## src/rtl/i2cs_pkg.sv

```systemverilog
// Shared constants and types for the I2C peripheral input conditioning path.
package i2cs_pkg;

  localparam int unsigned I2C_LEN_W = 8;

  // Level of an idle I2C bus line; also the reset value of all line state.
  localparam logic I2C_IDLE_LEVEL = 1'b1;

  // Power-on lengths programmed by the register block.
  localparam logic [I2C_LEN_W-1:0] I2C_DEFAULT_DEBOUNCE_LEN  = I2C_LEN_W'(0);
  localparam logic [I2C_LEN_W-1:0] I2C_DEFAULT_SCL_DELAY_LEN = I2C_LEN_W'(0);
  localparam logic [I2C_LEN_W-1:0] I2C_DEFAULT_SDA_DELAY_LEN = I2C_LEN_W'(0);

  // Snapshot of both conditioned bus lines.
  typedef struct packed {
    logic scl;
    logic sda;
  } i2c_lines_t;

endpackage

```

## src/rtl/i2cs_line_filter.sv

```systemverilog
// Single-line conditioner: synchroniser, glitch filter and hold-time delay.
module i2cs_line_filter
  import i2cs_pkg::*;
#(
  parameter int unsigned SYNC_STAGES = 2
) (
  input  logic                 clk,
  input  logic                 rst_n,
  input  logic                 pin,
  input  logic [I2C_LEN_W-1:0] debounce_len,
  input  logic [I2C_LEN_W-1:0] delay_len,
  output logic                 line
);

  logic [SYNC_STAGES-1:0] sync_q;
  logic                   sync_s;
  logic [I2C_LEN_W-1:0]   cnt_q;
  logic                   filt_q;
  logic                   commit_c;
  logic [I2C_LEN_W-1:0]   dc_q;
  logic                   pend_q;
  logic                   pv_q;

  assign sync_s = sync_q[SYNC_STAGES-1];

  // A filtered-value change happens once the line has disagreed for L+1 cycles.
  assign commit_c = (sync_s != filt_q) && (cnt_q >= debounce_len);

  // Metastability synchroniser, shifting towards the MSB.
  always_ff @(posedge clk) begin
    if (!rst_n) begin
      sync_q <= {SYNC_STAGES{I2C_IDLE_LEVEL}};
    end else begin
      sync_q <= {sync_q[SYNC_STAGES-2:0], pin};
    end
  end

  // Debounce: count consecutive disagreeing cycles, restart on agreement.
  always_ff @(posedge clk) begin
    if (!rst_n) begin
      cnt_q  <= '0;
      filt_q <= I2C_IDLE_LEVEL;
    end else if (sync_s != filt_q) begin
      if (commit_c) begin
        filt_q <= sync_s;
        cnt_q  <= '0;
      end else begin
        cnt_q  <= cnt_q + I2C_LEN_W'(1);
      end
    end else begin
      cnt_q <= '0;
    end
  end

  // Delay: hold a filtered transition for D cycles; a newer one flushes the older first.
  always_ff @(posedge clk) begin
    if (!rst_n) begin
      dc_q   <= '0;
      pend_q <= 1'b0;
      pv_q   <= I2C_IDLE_LEVEL;
      line   <= I2C_IDLE_LEVEL;
    end else if (commit_c) begin
      if (pend_q) begin
        line <= pv_q;
      end
      pv_q   <= sync_s;
      dc_q   <= delay_len;
      pend_q <= 1'b1;
    end else if (pend_q) begin
      if (dc_q == '0) begin
        line   <= pv_q;
        pend_q <= 1'b0;
      end else begin
        dc_q <= dc_q - I2C_LEN_W'(1);
      end
    end
  end

endmodule

```

## src/rtl/i2cs_pin_conditioner.sv

```systemverilog
// I2C peripheral pin conditioning: clean SCL/SDA levels plus edge, START/STOP and busy.
module i2cs_pin_conditioner
  import i2cs_pkg::*;
#(
  parameter int unsigned SYNC_STAGES = 2
) (
  input  logic                 apb_pclk_i,
  input  logic                 apb_presetn_i,
  input  logic                 i2c_scl_i,
  input  logic                 i2c_sda_i,
  input  logic                 i2c_enabled_i,
  input  logic [I2C_LEN_W-1:0] i2c_debounce_len_i,
  input  logic [I2C_LEN_W-1:0] i2c_scl_delay_len_i,
  input  logic [I2C_LEN_W-1:0] i2c_sda_delay_len_i,
  output logic                 scl_o,
  output logic                 sda_o,
  output logic                 scl_rise_o,
  output logic                 scl_fall_o,
  output logic                 start_o,
  output logic                 stop_o,
  output logic                 bus_busy_o
);

  logic       scl_line;
  logic       sda_line;
  i2c_lines_t cur_c;
  i2c_lines_t prev_q;
  logic       rise_c;
  logic       fall_c;
  logic       start_c;
  logic       stop_c;

  i2cs_line_filter #(.SYNC_STAGES(SYNC_STAGES)) u_scl (
    .clk          (apb_pclk_i),
    .rst_n        (apb_presetn_i),
    .pin          (i2c_scl_i),
    .debounce_len (i2c_debounce_len_i),
    .delay_len    (i2c_scl_delay_len_i),
    .line         (scl_line)
  );

  i2cs_line_filter #(.SYNC_STAGES(SYNC_STAGES)) u_sda (
    .clk          (apb_pclk_i),
    .rst_n        (apb_presetn_i),
    .pin          (i2c_sda_i),
    .debounce_len (i2c_debounce_len_i),
    .delay_len    (i2c_sda_delay_len_i),
    .line         (sda_line)
  );

  assign cur_c.scl = scl_line;
  assign cur_c.sda = sda_line;
  assign scl_o     = scl_line;
  assign sda_o     = sda_line;

  // Edge and bus-condition decode; START/STOP need SCL stable high across the SDA change.
  always_comb begin
    rise_c  = 1'b0;
    fall_c  = 1'b0;
    start_c = 1'b0;
    stop_c  = 1'b0;
    rise_c  = cur_c.scl & ~prev_q.scl;
    fall_c  = ~cur_c.scl & prev_q.scl;
    start_c = i2c_enabled_i & cur_c.scl & prev_q.scl & prev_q.sda & ~cur_c.sda;
    stop_c  = i2c_enabled_i & cur_c.scl & prev_q.scl & ~prev_q.sda & cur_c.sda;
  end

  // Registered pulses, previous levels and bus-busy tracking.
  always_ff @(posedge apb_pclk_i) begin
    if (!apb_presetn_i) begin
      prev_q     <= '{scl: I2C_IDLE_LEVEL, sda: I2C_IDLE_LEVEL};
      scl_rise_o <= 1'b0;
      scl_fall_o <= 1'b0;
      start_o    <= 1'b0;
      stop_o     <= 1'b0;
      bus_busy_o <= 1'b0;
    end else begin
      prev_q     <= cur_c;
      scl_rise_o <= rise_c;
      scl_fall_o <= fall_c;
      start_o    <= start_c;
      stop_o     <= stop_c;
      if (!i2c_enabled_i) begin
        bus_busy_o <= 1'b0;
      end else if (start_c) begin
        bus_busy_o <= 1'b1;
      end else if (stop_c) begin
        bus_busy_o <= 1'b0;
      end
    end
  end

endmodule

```

## config.mk

```make
export PLATFORM = sky130hd
export DESIGN_NAME = i2cs_pin_conditioner
export DESIGN_NICKNAME = d
export VERILOG_FILES = /design/src/rtl/i2cs_pkg.sv /design/src/rtl/i2cs_line_filter.sv /design/src/rtl/i2cs_pin_conditioner.sv
export SDC_FILE = /design/constraint.sdc
export NUM_CORES = 1
export LEC_CHECK = 0
export BUFFER_PORTS_ARGS = -buffer_cell sky130_fd_sc_hd__buf_2
export CAP_MARGIN = 40
export CORE_ASPECT_RATIO = 1.4
export CORE_MARGIN = 4
export CORE_UTILIZATION = 51
export CTS_CLUSTER_SIZE = 25
export DETAILED_ROUTE_END_ITERATION = 10
export GPL_ROUTABILITY_DRIVEN = 0
export GPL_TIMING_DRIVEN = 0
export PLACE_DENSITY_LB_ADDON = 0.2
export SYNTH_ARGS = -nofsm -noshare
export SYNTH_HDL_FRONTEND = slang
export SYNTH_SLANG_ARGS = --single-unit
export TNS_END_PERCENT = 100
```

## constraint.sdc

```tcl
create_clock -name apb_pclk_i -period 2.15 [get_ports apb_pclk_i]
set_input_delay 0.215 -clock apb_pclk_i [delete_from_list [all_inputs] [get_ports apb_pclk_i]]
set_output_delay 0.215 -clock apb_pclk_i [all_outputs]
set_load 0.1 [all_outputs]
```

==> flow_summary.json <==
{
  "route.detailed.drc": 0,
  "start_kind": "flop",
  "cts_sinks": 49,
  "grt_start_max_net_pins": 16,
  "status": "finished clean",
  "cap_violations": 0,
  "fin_crit_sh_pct": 95.6,
  "ys_ff_latch": 49,
  "syn_area_mm2": 0.00251,
  "critPathMaxFanout": 10,
  "arrival_ns": 2.25,
  "die_w_um": 67.3,
  "antenna_found_initial": 0,
  "synth_edf_count": 0,
  "clkLatencyLatePin_ns": 0.30,
  "synth_seq_area_share_pct": 39.1,
  "clockPowerShare_pct": 43.2,
  "avgSynthCellArea_um2": 8.87,
  "leakagePower_nw": 1.42,
  "final_common_cell": "dfxtp_1",
  "synth_area_leaders": "dfxtp_1, ha_1, o211a_1",
  "globalRouteMet3Util_pct": 4.07,
  "tightest_slew_ns": 0.497,
  "grt_pass1_vias": 1908,
  "clock_skew_ns": 0.00439,
  "place_ws_ns": -0.201,
  "combPwrFrac_pct": 5.0,
  "grt_pass1_wl_um": 8140,
  "cp.required_ns": 2.35,
  "met1_usage_pct": 20.0,
  "numPortBuffers": 35,
  "wl_um": 4910,
  "die_h_um": 91.0,
  "mostFrequentLayoutCells": "dfxtp_1, buf_2, nor2_1",
  "detail_route.vias_per_cell": 5.26,
  "busiest_layer": "met2",
  "grtUsageTotal_pct": 16.8,
  "antenna_cells": 0,
  "final_util_pct": 63.4,
  "fin_nets": 379,
  "firstDrtPassIters": 4,
  "synth_nets": 334,
  "worst_setup_path_end_kind": "flop",
  "dieArea_mm2": 0.00612,
  "period_needed_ns": 2.05,
  "setup_viol": 0,
  "switchingPower_mw": 0.349,
  "io_pins": 36,
  "yosys.area.top_type": "dfxtp_1",
  "swShare_pct": 19.8,
  "cts_max_path_buffers": 2,
  "p_total_mw": 1.77,
  "hold_buffers": 0,
  "rsz0062_at_grt": "no",
  "start_util_pct": 54.0,
  "routedWlPerCell_um": 12.6,
  "core_area_mm2": 0.00464,
  "peakVddDrop_uv": 493,
  "ant_nets": 0,
  "fmax_mhz": 487,
  "synth.distinct_cells": 46,
  "cts_buffers": 5,
  "hold_viol_final": 0,
  "drtIter0Drc": 84,
  "root_buffer": "clkbuf_8",
  "num_rows": 29,
  "synth_async_sr_flop_share_pct": 0,
  "slew_viol_final": 0,
  "yosysWarnings": 0,
  "synthCells": 283,
  "vias": 2058,
  "powerDensity_mw_per_mm2": 599,
  "drive_above_1_share_pct": 17.9,
  "use_met2_pct": 29.0,
  "hpwl_um": 3710,
  "tritoncts": "done",
  "power.internal_mw": 1.42,
  "relSlewSlack_pct": 66.9,
  "fillers": 449,
  "cts.clk_slew.worst_paths_ns": 0.09,
  "grt_overflow_total": 0,
  "synth_top_cell_area_share_pct": 39.1,
  "pwr-share-seq_pct": 51.8,
  "setup_slack_ns": 0.0955,
  "synthFlopType": "dfxtp_1",
  "finalHoldWorstSlack_ns": 0.0941,
  "area_growth_syn_to_layout_pct": 17.3,
  "critical_path_class": "reg2reg",
  "htreeDepth": 2,
  "min_path_type": "in2reg"
}
[cells in the mapped netlist (2+ instances only)]
cell type	n
or4_1	4
xnor2_1	6
and3_1	6
nor2_1	28
and2_1	2
a21oi_1	12
nor4_1	3
xor2_1	10
ha_1	22
clkbuf_1	3
nor2b_1	6
o211a_1	11
o21a_1	2
inv_1	19
dfxtp_1	49
nand4_1	3
nor3_1	7
o21ai_0	12
nand3_1	17
nand2_1	19
buf_4	2
or3_1	3
a21boi_0	3
mux2i_1	6
nand2b_1	7
[what timing repair did]
action,4_1_cts,5_1_grt
pin swaps,2,3
gates resized for setup,4,6
hold endpoints to repair,0,0
buffers inserted,2,2
gates cloned,0,0
setup endpoints to repair,22,21
[cell type report]
type / count / area [µm²] / share of cell area, %
well taps: 62 / 77.6 / 2.63
plain buffers: 5 / 30.0 / 1.02
flip-flops and latches: 49 / 985 / 33.4
clock buffers: 5 / 68.8 / 2.34
multi-input cells: 209 / 1440 / 49.0
clock inverters: 3 / 65.1 / 2.21
inverters: 19 / 71.3 / 2.42
repair buffers: 39 / 205 / 6.97
[critical path, stage by stage, from the launching register on]
cell and delay (ns):
dfxtp_4 0.37, inv_1 0.04, ha_1 0.26, nand2b_4 0.11
a2111oi_2 0.05, o31a_2 0.36, or2_2 0.37, buf_6 0.17
o211a_1 0.20
[sequential cells by signal, summed over array words and instances (netlist names)]
name          count
stop_o            1
scl_fall_o        1
u_sda.line        1
u_scl.pend_q      1
u_scl.cnt_q       8
u_sda.sync_q      2
u_sda.pend_q      1
prev_q            2
u_sda.cnt_q       8
u_scl.sync_q      2
scl_rise_o        1
u_scl.line        1
u_sda.dc_q        8
u_scl.dc_q        8
start_o           1
u_sda.filt_q      1
bus_busy_o        1
u_scl.filt_q      1
[power groups by stage]
stage | clock [mW] | sequential, mW | combinational, mW
6_report | 0.763 | 0.914 | 0.0887
5_1_grt | 0.828 | 0.915 | 0.102
4_1_cts | 0.782 | 0.915 | 0.0851
3_5_place_dp | 0 | 0.937 | 0.0826
3_3_place_gp | 0 | 0.937 | 0.0809
2_1_floorplan | 0 | 0.936 | 0.0438
[final timing paths]
kind	slack, ns	startpoint	to	depth (start not counted)
worst max-delay path	0.1	u_scl.cnt_q[0]	u_scl.dc_q[4]	8
worst min register to register	0.41	u_scl.sync_q[0]	u_scl.sync_q[1]	1
worst max register to register	0.1	u_scl.cnt_q[0]	u_scl.dc_q[4]	8
worst min-delay path	0.09	i2c_sda_i	u_sda.sync_q[0]	2
[routing by layer]
metal  up-vias  part of all wire (%)
li1       1088                     -
met1       930                    44
met2        35                    50
met3         5                   4.9
met4         0                   1.2
met5         -                     0
[logic make-up (layout without fill, tap and decap cells)]
family	count (synthesis)	count (layout)	share of synthesized area, %
AO/OA/AOI/OAI	51	51	14.3
XOR/XNOR	16	16	5.58
adder cells (fa/ha/maj)	22	22	11.0
buffers and inverters	25	71	4.09
flip-flops	49	49	39.1
multiplexers	7	7	2.84
AND/OR/NAND/NOR	113	113	23.2
[per-stage QoR]
stage | cell area [µm²] | setup TNS, ns | instances
2_1_floorplan | 2510 | 0 | 283
3_3_place_gp | 2760 | -1.49 | 380
3_5_place_dp | 2760 | -1.90 | 380
4_1_cts | 2920 | 0 | 390
5_1_grt | 2950 | 0 | 391
6_report | 2950 | 0 | 391
Power figures use the tool's default switching activity.
